==> src/rtl/stream_upsizer_pkg.sv <==
// Shared types and helpers for the stream upsizer (narrow FIFO beats -> wide words).
// Optional feature macro: STREAM_UPSIZER_TIMEOUT_FLUSH_EN (see stream_upsizer.sv).
package stream_upsizer_pkg;

    typedef enum logic {
        FILL = 1'b0,
        HOLD = 1'b1
    } state_t;

    localparam int DEFAULT_RATIO = 4;
    localparam int LANE_IDX_W    = $clog2(DEFAULT_RATIO);
    localparam int MAX_LANES     = 64;

    // Lanes [n-1:0] set; callers truncate to their own lane count.
    function automatic logic [MAX_LANES-1:0] keep_mask(input int n);
        logic [MAX_LANES-1:0] mask;
        mask = '0;
        for (int i = 0; i < MAX_LANES; i++) begin
            if (i < n) begin
                mask[i] = 1'b1;
            end
        end
        return mask;
    endfunction

endpackage

==> src/rtl/stream_upsizer_idle_timer.sv <==
// Idle counter that saturates at TIMEOUT and flags expiry; only built when
// STREAM_UPSIZER_TIMEOUT_FLUSH_EN is defined.
`ifdef STREAM_UPSIZER_TIMEOUT_FLUSH_EN
module idle_timer #(
    parameter int TIMEOUT = 16
) (
    input  logic clk,
    input  logic rstn,
    input  logic clear,
    input  logic enable,
    output logic expired
);

    localparam int CW = $clog2(TIMEOUT + 1);

    logic [CW-1:0] idle_count;

    assign expired = (idle_count == CW'(TIMEOUT));

    always_ff @(posedge clk or negedge rstn) begin
        if (!rstn) begin
            idle_count <= '0;
        end else if (clear) begin
            idle_count <= '0;
        end else if (enable && !expired) begin
            idle_count <= idle_count + 1'b1;
        end
    end

endmodule
`endif

==> src/rtl/stream_upsizer.sv <==
// Packs RATIO narrow beats from a reg_fifo read port into one wide word.
// Define STREAM_UPSIZER_TIMEOUT_FLUSH_EN to flush partial words after TIMEOUT idle cycles.
module stream_upsizer
    import stream_upsizer_pkg::*;
#(
    parameter int DATA_WIDTH = 8,
    parameter int RATIO      = DEFAULT_RATIO,
    parameter int TIMEOUT    = 16
) (
    input  logic                        clk,
    input  logic                        rstn,
    input  logic [DATA_WIDTH-1:0]       in_data,
    input  logic                        in_valid,
    output logic                        in_ready,
    output logic [DATA_WIDTH*RATIO-1:0] out_data,
    output logic [RATIO-1:0]            out_keep,
    output logic                        out_valid,
    input  logic                        out_ready,
    input  logic                        clear,
    output logic [$clog2(RATIO):0]      count
);

    localparam int LANE_W = $clog2(RATIO);
    localparam int CNT_W  = LANE_W + 1;
    localparam int WORD_W = DATA_WIDTH * RATIO;

    state_t           state;
    logic [CNT_W-1:0] count_q;
    logic             in_fire;
    logic             last_beat;
    logic             timeout_hit;

    // While a word is held the next beat may only enter as the word leaves.
    assign in_ready  = rstn && !clear && ((state == FILL) || out_ready);
    assign in_fire   = in_valid && in_ready;
    assign last_beat = (count_q == CNT_W'(RATIO - 1));
    assign count     = count_q;

`ifdef STREAM_UPSIZER_TIMEOUT_FLUSH_EN
    logic idle_clear;

    assign idle_clear = clear || in_fire || (state != FILL) || (count_q == '0);

    idle_timer #(
        .TIMEOUT (TIMEOUT)
    ) u_idle_timer (
        .clk     (clk),
        .rstn    (rstn),
        .clear   (idle_clear),
        .enable  (!idle_clear),
        .expired (timeout_hit)
    );
`else
    assign timeout_hit = 1'b0;
`endif

    always_ff @(posedge clk or negedge rstn) begin
        if (!rstn) begin
            state     <= FILL;
            count_q   <= '0;
            out_data  <= '0;
            out_keep  <= '0;
            out_valid <= 1'b0;
        end else if (clear) begin
            state     <= FILL;
            count_q   <= '0;
            out_data  <= '0;
            out_keep  <= '0;
            out_valid <= 1'b0;
        end else begin
            case (state)
                FILL: begin
                    if (in_fire) begin
                        // Lane 0 starts a fresh word, so the stale upper lanes are wiped here.
                        if (count_q == '0) begin
                            out_data <= WORD_W'(in_data);
                        end else begin
                            out_data[count_q[LANE_W-1:0]*DATA_WIDTH +: DATA_WIDTH] <= in_data;
                        end
                        count_q <= count_q + 1'b1;
                        if (last_beat) begin
                            state     <= HOLD;
                            out_valid <= 1'b1;
                            out_keep  <= RATIO'(keep_mask(RATIO));
                        end
                    end else if (timeout_hit) begin
                        state     <= HOLD;
                        out_valid <= 1'b1;
                        out_keep  <= RATIO'(keep_mask(int'(count_q)));
                    end
                end
                HOLD: begin
                    if (out_ready) begin
                        state     <= FILL;
                        out_valid <= 1'b0;
                        out_keep  <= '0;
                        if (in_valid) begin
                            out_data <= WORD_W'(in_data);
                            count_q  <= CNT_W'(1);
                        end else begin
                            count_q <= '0;
                        end
                    end
                end
                default: begin
                    state <= FILL;
                end
            endcase
        end
    end

endmodule

==> config.mk <==
export PLATFORM = sky130hd
export DESIGN_NAME = stream_upsizer
export DESIGN_NICKNAME = d
export VERILOG_FILES = /design/src/rtl/stream_upsizer_pkg.sv /design/src/rtl/stream_upsizer_idle_timer.sv /design/src/rtl/stream_upsizer.sv
export SDC_FILE = /design/constraint.sdc
export NUM_CORES = 1
export LEC_CHECK = 0
export ABC_AREA = 1
export BUFFER_PORTS_ARGS = -buffer_cell sky130_fd_sc_hd__buf_2
export CAP_MARGIN = 20
export CORE_MARGIN = 2
export CORE_UTILIZATION = 50
export CTS_CLUSTER_SIZE = 8
export DETAILED_ROUTE_END_ITERATION = 12
export GPL_TIMING_DRIVEN = 0
export PLACE_DENSITY = 0.76
export SYNTH_ARGS = -nofsm -noshare
export SYNTH_HDL_FRONTEND = slang
export SYNTH_SLANG_ARGS = --single-unit
==> constraint.sdc <==
create_clock -name clk -period 2.2 [get_ports clk]
set_input_delay 0.44 -clock clk [delete_from_list [all_inputs] [get_ports clk]]
set_output_delay 0.44 -clock clk [all_outputs]
set_load 0.05 [all_outputs]
==> flow_summary.json, run 1 <==
{
  "yosysSeqAreaShare_pct": 44.9,
  "cts.hold.buffers_added": 0,
  "drtIter0Drc": 52,
  "postCtsSetupBuffers": 0,
  "port_buffers": 53,
  "initial_utilization_pct": 52.0,
  "rsz0062_at_grt": "no",
  "grt_max_degree": 39,
  "drive_above_1_share_pct": 44.8,
  "synth_cell_type_count": 27,
  "core_um2": 3970,
  "path_max_fanout": 10,
  "dieWidth_um": 68.2,
  "gp_congestion": 0.889,
  "dieArea_um2": 4660,
  "slew_viol_final": 0,
  "internal-power_mw": 1.26,
  "synthDominantCellAreaShare_pct": 44.9,
  "rows": 23,
  "grt_pass1_vias": 1478,
  "switching_share_pct": 35.4,
  "seq_power_share_pct": 38.2,
  "cp-start-kind": "flip-flop",
  "worst_ep_arrival_time_ns": 2.16,
  "hold_path.class": "in -> async",
  "vias": 1613,
  "clock_path_buffers": 2,
  "diodes": 0,
  "yosysWarnings": 0,
  "detail_route.wl_per_cell_um": 12.9,
  "wl_mm": 4.25,
  "placed_cell_area_um2": 2390,
  "drc": 0,
  "pwr-share-comb_pct": 30.0,
  "clk_pin_slew_ns": 0.07,
  "cts_max_level": 2,
  "syn2layout_area_growth_pct": 21.8,
  "final_net_count": 297,
  "synthTopCellsByArea": "dfrtp_1 45%, o21ai_2 11%, nand2_1 11%",
  "vdd_drop_max_mv": 0.711,
  "slew_headroom_pct": 67.6,
  "grt_pass1_wl_mm": 7.00,
  "netlist_instances": 218,
  "cts.sink_count": 37,
  "cts_tree": "built",
  "p_leak_nw": 1.32,
  "cts.repair.resized": 1,
  "grt-ovfl-total": 0,
  "worstSetupEndpointType": "flip-flop",
  "stdcell_area_um2": 2510,
  "fin_crit_ns": 1.93,
  "syn_area_um2": 2060,
  "clk_latency_ns": 0.30,
  "avgSynthCellArea_um2": 9.46,
  "synth_top_area_cell": "dfrtp_1",
  "powerDensity_nw_per_um2": 775,
  "finalSetupViolations": 0,
  "dp_cells": 321,
  "root_buffer": "clkbuf_8",
  "clock-skew-final_ns": 0.00753,
  "antenna_found_initial": 0,
  "status": "complete, no violations",
  "cts_made_buffers": 5,
  "final_cells": 329,
  "first_pass_iters": 4,
  "timing.final.crit_share_pct": 87.8,
  "die_h_um": 68.2,
  "dpl.hpwl_mm": 3.15,
  "yosys_register_bits": 37,
  "grt_use_total_pct": 20.7,
  "cap_violations": 0,
  "crit_required_ns": 2.43,
  "ios": 54,
  "max_freq_ghz": 0.518,
  "clockPowerShare_pct": 31.8,
  "tns_ns": 0,
  "power.switching_mw": 0.690,
  "hold_viol_final": 0,
  "post-route-util_pct": 63.3,
  "worst_pin_slew_ns": 0.486,
  "viasPerCell": 4.90,
  "worstSetupPathType": "reg -> reg",
  "ant_nets": 0,
  "synthesis.nets": 237
}
## cell usage in the layout, fill, tap and decap left out, drive strengths merged
cell and count:
and2 1, a211oi 1, nand2 71, inv 19
nand4 1, nand3 22, clkinvlp 1, ha 6
o21ai 35, buf 64, dfrtp 37, nand3b 1
o22ai 1, a21oi 2, bufinv 1, nor2 10
clkbuf 6
## layout make-up
| class | instances | area (um^2) |
|---|---|---|
| inverter | 19 | 71.3 |
| tap | 50 | 62.6 |
| multi-input combinational | 151 | 930 |
| clock buffer | 6 | 82.6 |
| buffer | 11 | 136 |
| sequential | 37 | 926 |
| fill | 345 | 1460 |
| timing repair buffer | 53 | 268 |
| clock inverter | 2 | 37.5 |
## state kept, by name, summed over array words and instances (netlist names)
signal    count
count         3
out_data     32
out_keep      1
state         1
## power by group through the flow
stage          clock, mW  sequential [mW]  combinational, mW
3_5_place_dp           0            0.756              0.586
2_1_floorplan          0            0.889              0.319
4_1_cts            0.634            0.744              0.588
3_3_place_gp           0            0.756              0.581
6_report           0.620            0.744              0.584
5_1_grt            0.656            0.749              0.627
## Yosys cell counts
cell / count
buf_12: 3
o21ai_1: 6
o21ai_0: 3
nor2_1: 5
nand3b_1: 1
buf_4: 4
and2_1: 1
inv_1: 16
buf_2: 1
nand3_2: 1
nand4_1: 1
nand3_1: 16
nand2_4: 2
buf_6: 1
a21oi_2: 1
dfrtp_1: 37
buf_8: 2
ha_1: 6
o21ai_2: 26
o22ai_1: 1
nand2_2: 10
nand2_1: 59
a211oi_1: 1
nand3_4: 5
a21oi_1: 1
inv_2: 3
nor2_2: 5
## worst max-delay path, stage by stage, from the launching register on
cell	delay, ns
dfrtp_1	0.39
buf_2	0.23
inv_1	0.14
ha_1	0.37
inv_1	0.09
nand3_1	0.08
nor2_2	0.30
nand2_1	0.12
o21ai_2	0.14
## per-stage QoR
stage / power, mW / hold slack, ns / setup slack (ns)
detailed placement: 1.34 / 0.464 / -0.103
global placement: 1.34 / 0.465 / -0.0781
finish: 1.95 / 0.0964 / 0.269
global route: 2.03 / 0.139 / 0.123
CTS: 1.97 / 0.117 / 0.267
floorplan: 1.21 / 0.144 / 0.186
## cells by family after synthesis
kind of cell    count (synthesis)  share of synthesized area [%]
fa+ha+maj                       6                           3.64
compound gates                 39                           14.6
simple gates                  106                           26.9
flops                          37                           44.9
buf+inv                        30                           10.1
## metal layers
layer  share of wire [%]  GRT usage (%)
met1                  49           28.9
met2                  44           30.1
met3                 5.9           5.26
met4                 1.8           9.75
met5                   0              0
## worst paths after layout
kind / depth (start not counted) / slack [ns] / from / end
min: 1 / 0.1 / rstn / count[0]
max reg2reg: 8 / 0.27 / count[0] / out_data[27]
min in group clk: 3 / 0.42 / in_data[5] / out_data[21]
max in group asynchronous: 1 / 1.76 / rstn / out_data[2]
min reg2reg: 2 / 0.48 / out_data[24] / out_data[24]
max: 8 / 0.27 / count[0] / out_data[27]
No activity file was read; power rests on OpenSTA's default activity.
==> inputs of run 2 (changes only) <==
--- a/config.mk
+++ b/config.mk
@@ -9,11 +9,11 @@
 export BUFFER_PORTS_ARGS = -buffer_cell sky130_fd_sc_hd__buf_2
 export CAP_MARGIN = 20
 export CORE_MARGIN = 2
-export CORE_UTILIZATION = 50
+export CORE_UTILIZATION = 46
 export CTS_CLUSTER_SIZE = 8
 export DETAILED_ROUTE_END_ITERATION = 12
 export GPL_TIMING_DRIVEN = 0
-export PLACE_DENSITY = 0.76
+export PLACE_DENSITY = 0.71
 export SYNTH_ARGS = -nofsm -noshare
 export SYNTH_HDL_FRONTEND = slang
 export SYNTH_SLANG_ARGS = --single-unit
==> run 2 against run 1 <==
  * Sequential share of layout area rose by 0.20 points
  * Critical endpoint is now out_data[28]
  * Largest cell class unchanged
  * Non-clock buffer count did not move
  * Via count rose by 1.1%
  * Highest routed layer unchanged
==> flow_summary.json, run 2 (synthesized netlist as in run 1, its figures left out) <==
{
  "dieArea_um2": 5040,
  "cts.sink_count": 37,
  "slew_headroom_pct": 67.8,
  "grt_pass1_vias": 1585,
  "placed_cell_area_um2": 2390,
  "finalSetupViolations": 0,
  "mostFrequentLayoutCell": "nand2_1",
  "root_buffer": "clkbuf_8",
  "drc": 0,
  "gp_congestion": 0.854,
  "cts.hold.buffers_added": 0,
  "hold_viol_final": 0,
  "final_net_count": 297,
  "core_um2": 4320,
  "initial_utilization_pct": 47.7,
  "die_h_um": 71.0,
  "post-route-util_pct": 57.8,
  "rows": 24,
  "tns_ns": 0,
  "crit_required_ns": 2.41,
  "clock-skew-final_ns": 0.0109,
  "vias": 1631,
  "largest_register": "out_data",
  "cp_common_cell": "inv_1",
  "fin_crit_ns": 1.90,
  "status": "complete, no violations",
  "drive_above_1_share_pct": 44.6,
  "dp_cells": 323,
  "drtIter0Drc": 63,
  "worstSetupPathType": "reg -> reg",
  "cts.repair.resized": 1,
  "grt_max_degree": 39,
  "worst_pin_slew_ns": 0.482,
  "detail_route.wl_per_cell_um": 13.1,
  "final_cell_mix": "59 x nand2_1, 53 x buf_2, 37 x dfrtp_1",
  "dpl.hpwl_mm": 3.31,
  "max_freq_ghz": 0.525,
  "p_leak_nw": 1.32,
  "grt-ovfl-total": 0,
  "port_buffers": 53,
  "clock_path_buffers": 2,
  "dieWidth_um": 71.0,
  "cts_max_level": 2,
  "worst-path-buf-inv": 3,
  "largest_register_ffs": 32,
  "cts_made_buffers": 5,
  "cp-start-kind": "flip-flop",
  "cts_tree": "built",
  "slew_viol_final": 0,
  "slowest_delay_ns": 0.39,
  "antenna_found_initial": 0,
  "cp_top_family": "simple AND/OR/NAND/NOR gates",
  "grt_use_total_pct": 18.5,
  "viasPerCell": 4.94,
  "clk_latency_ns": 0.29,
  "powerDensity_nw_per_um2": 757,
  "cap_violations": 0,
  "syn2layout_area_growth_pct": 21.2,
  "hold_path.class": "in -> async",
  "worstSetupEndpointType": "flip-flop",
  "final_cells": 330,
  "diodes": 0,
  "timing.final.crit_share_pct": 86.5,
  "ios": 54,
  "stdcell_area_um2": 2500,
  "grt_pass1_wl_mm": 7.35,
  "worst_ep_arrival_time_ns": 2.12,
  "wl_mm": 4.31,
  "path_max_fanout": 10,
  "ant_nets": 0,
  "slowest_stage": "dfrtp_1",
  "path_cells": "buf_2 > inv_1 > ha_1 > inv_1 > nand3_1 > nor2_2 > nand2_1 > o21ai_2",
  "first_pass_iters": 4,
  "postCtsSetupBuffers": 0,
  "vdd_drop_max_mv": 0.380,
  "rsz0062_at_grt": "no",
  "clk_pin_slew_ns": 0.07
}
## run 2: changes by cell type in the layout (fill, tap and decap cells not counted)
| cell | change |
|---|---|
| clkbuf_8 | -1 |
| clkinv_2 | +1 |
| clkinvlp_4 | -1 |
## run 2: worst paths after layout
path                               from      endpoint  slack [ns]  depth (start not counted)
max                            count[0]  out_data[28]        0.30                          8
min                                rstn      count[2]        0.11                          1
max reg2reg                    count[0]  out_data[28]        0.30                          8
min reg2reg                out_data[17]  out_data[17]        0.48                          2
max in group asynchronous          rstn  out_data[13]        1.75                          1
min in group clk             in_data[5]  out_data[21]        0.43                          3
## run 2: per-stage QoR
stage / worst slack, ns / power (mW) / hold slack (ns)
floorplan: 0.186 / 1.21 / 0.144
global placement: -0.0794 / 1.34 / 0.464
detailed placement: -0.0899 / 1.34 / 0.469
CTS: 0.276 / 1.91 / 0.123
global route: 0.0955 / 1.99 / 0.147
finish: 0.296 / 1.89 / 0.111
## run 2: power by group
part           internal (mW)  switching, mW  leakage (nW)
clock                  0.329          0.234        0.0540
combinational          0.172          0.412         0.755
sequential             0.718         0.0273         0.510
total                   1.22          0.674          1.32
## run 2: worst reg2reg max path, delay by kind of cell, from the launching register on
kind / cells / cell delay, ns
AO/OA/AOI/OAI: 1 / 0.13
flip-flops: 1 / 0.39
AND/OR/NAND/NOR: 3 / 0.49
adder cells (fa/ha/maj): 1 / 0.37
buffers and inverters: 3 / 0.45
## run 2: layout make-up
cell class,count,area (um^2)
well taps,52,65.1
fillers,430,1820
clock inverters,2,35.0
inverters,19,71.3
plain buffers,11,136
flip-flops and latches,37,926
repair buffers,53,268
multi-input cells,151,930
clock buffers,5,68.8
## run 2: layer usage
metal	GRT usage, %	vias up	routed length [um]
met5	0	-	0
met4	5.66	0	58
met3	5.13	5	258
met2	27.9	45	1900
met1	26.0	757	2100
li1	-	824	-
==> inputs of run 3 (changes only) <==
--- a/config.mk
+++ b/config.mk
@@ -8,12 +8,14 @@
 export ABC_AREA = 1
 export BUFFER_PORTS_ARGS = -buffer_cell sky130_fd_sc_hd__buf_2
 export CAP_MARGIN = 20
+export CELL_PAD_IN_SITES_DETAIL_PLACEMENT = 1
+export CELL_PAD_IN_SITES_GLOBAL_PLACEMENT = 1
 export CORE_MARGIN = 2
-export CORE_UTILIZATION = 46
+export CORE_UTILIZATION = 39
 export CTS_CLUSTER_SIZE = 8
 export DETAILED_ROUTE_END_ITERATION = 12
 export GPL_TIMING_DRIVEN = 0
-export PLACE_DENSITY = 0.71
+export PLACE_DENSITY_LB_ADDON = 0.1
 export SYNTH_ARGS = -nofsm -noshare
 export SYNTH_HDL_FRONTEND = slang
 export SYNTH_SLANG_ARGS = --single-unit
==> run 3 against run 2 <==
  * First-iteration DRC count is 21% higher
  * Largest cell class unchanged
  * Combinational power is 1% higher
  * Die area is 17% higher
  * Clock skew is 0.0085 ns lower
==> flow_summary.json, run 3 (synthesized netlist as in run 1, its figures left out) <==
{
  "final_cells": 349,
  "die_h_um": 76.7,
  "switching_share_pct": 35.3,
  "cts_max_level": 2,
  "gp_congestion": 0.747,
  "powerDensity_nw_per_um2": 767,
  "final_cell_mix": "59 x nand2_1, 53 x buf_2, 37 x dfrtp_1",
  "tns_ns": 0,
  "ios": 54,
  "path_max_fanout": 10,
  "largest_register": "out_data",
  "worstSetupPathType": "reg -> reg",
  "grt-ovfl-total": 0,
  "viasPerCell": 4.81,
  "grt_use_met1_pct": 24.7,
  "dieArea_um2": 5890,
  "final_net_count": 297,
  "slew_viol_final": 0,
  "clk_pin_slew_ns": 0.07,
  "cts_made_buffers": 5,
  "reg2reg_to": "out_data[30]",
  "mostFrequentLayoutCell": "nand2_1",
  "cts_tree": "built",
  "cap_violations": 0,
  "clock_path_buffers": 2,
  "slowest_stage": "dfrtp_1",
  "finalSetupViolations": 0,
  "slowest_delay_ns": 0.40,
  "hold_path.class": "in -> async",
  "cts.repair.resized": 1,
  "grt.busiest_layer": "met2",
  "postCtsSetupBuffers": 0,
  "r2r_slack_ns": 0.22,
  "power.switching_mw": 0.686,
  "clock-skew-final_ns": 0.00234,
  "status": "complete, no violations",
  "dpl.hpwl_mm": 3.62,
  "detail_route.wl_per_cell_um": 13.9,
  "cp_common_cell": "inv_1",
  "initial_utilization_pct": 40.4,
  "seq_power_share_pct": 38.2,
  "cp-start-kind": "flip-flop",
  "pwr-share-comb_pct": 30.4,
  "core_um2": 5110,
  "cts.sink_count": 37,
  "grt_pass1_vias": 1733,
  "slew_headroom_pct": 67.4,
  "cp_top_family": "simple AND/OR/NAND/NOR gates",
  "worst_ep_arrival_time_ns": 2.21,
  "drtIter0Drc": 76,
  "grt_pass1_wl_mm": 8.56,
  "r2r-start": "count[0]",
  "drc": 0,
  "dp_cells": 341,
  "cts.hold.buffers_added": 0,
  "vdd_drop_max_mv": 0.464,
  "antenna_found_initial": 0,
  "timing.final.crit_share_pct": 90.2,
  "hold_viol_final": 0,
  "rsz0062_at_grt": "no",
  "first_pass_iters": 4,
  "ant_nets": 0,
  "root_buffer": "clkbuf_8",
  "worst_pin_slew_ns": 0.490,
  "clockPowerShare_pct": 31.5,
  "grt_max_degree": 39,
  "p_leak_nw": 1.32,
  "fin_crit_ns": 1.98,
  "max_freq_ghz": 0.504,
  "wl_mm": 4.86,
  "worst-path-buf-inv": 3,
  "largest_register_ffs": 32,
  "internal-power_mw": 1.26,
  "grt_use_total_pct": 18.4,
  "grtUsageMet3_pct": 4.71,
  "crit_required_ns": 2.42,
  "clk_latency_ns": 0.29,
  "worstSetupEndpointType": "flip-flop",
  "port_buffers": 53,
  "dieWidth_um": 76.7,
  "rows": 26,
  "syn2layout_area_growth_pct": 22.9,
  "vias": 1677,
  "rr_worst_depth": 8,
  "grt_use_met2_pct": 29.7,
  "drive_above_1_share_pct": 44.4,
  "diodes": 0,
  "path_cells": "buf_2 > inv_1 > ha_1 > inv_1 > nand3_1 > nor2_2 > nand2_1 > o21ai_2"
}
run 3: cell types whose count changed in the layout (fill, tap and decap cells not counted):
cell and change:
clkbuf_8 +1, clkbuf_1 +1, clkinv_2 -1
run 3: worst reg2reg max path, delay by kind of cell (launching register included):
kind            cells  cell delay, ns
simple gates        3            0.53
buf+inv             3            0.49
flops               1            0.40
fa+ha+maj           1            0.37
compound gates      1            0.15
run 3: worst max-delay path by stage:
stage,start,end,depth (start not counted)
2_1_floorplan,count[0],out_data[24],8
3_3_place_gp,rstn,out_data[23],10
3_5_place_dp,rstn,out_data[22],10
4_1_cts,count[0],out_data[30],8
5_1_grt,count[0],out_data[30],8
6_report,count[0],out_data[30],8
run 3: power by group through the flow:
stage               logic, mW  clock network [mW]  registers [mW]
floorplan               0.319                   0           0.889
global placement        0.588                   0           0.755
detailed placement      0.592                   0           0.755
CTS                     0.599               0.628           0.743
global route            0.641               0.675           0.748
finish                  0.591               0.612           0.742
run 3: stage by stage:
stage	hold WS (ns)	utilization [%]	total power, mW	cell area [um^2]	setup slack (ns)
finish	0.109	49.6	1.95	2530	0.216
detailed placement	0.466	47.3	1.35	2420	-0.161
CTS	0.128	49.6	1.97	2530	0.182
global route	0.143	49.6	2.06	2530	0.0120
floorplan	0.144	-	1.21	2060	0.186
global placement	0.466	47.3	1.34	2420	-0.0988
run 3: metal layers:
metal  share of wire (%)  up-vias  wire length [um]
li1                    -      820                 -
met1                  47      807              2270
met2                  47       46              2300
met3                 5.1        4               248
met4                0.80        0                39
met5                   0        -                 0
run 3: layout make-up:
class | instances | area, um^2
well taps | 70 | 87.6
multi-input cells | 151 | 930
repair buffers | 53 | 268
clock buffers | 7 | 86.3
flip-flops and latches | 37 | 926
clock inverters | 1 | 30.0
plain buffers | 11 | 136
fillers | 621 | 2570
inverters | 19 | 71.3
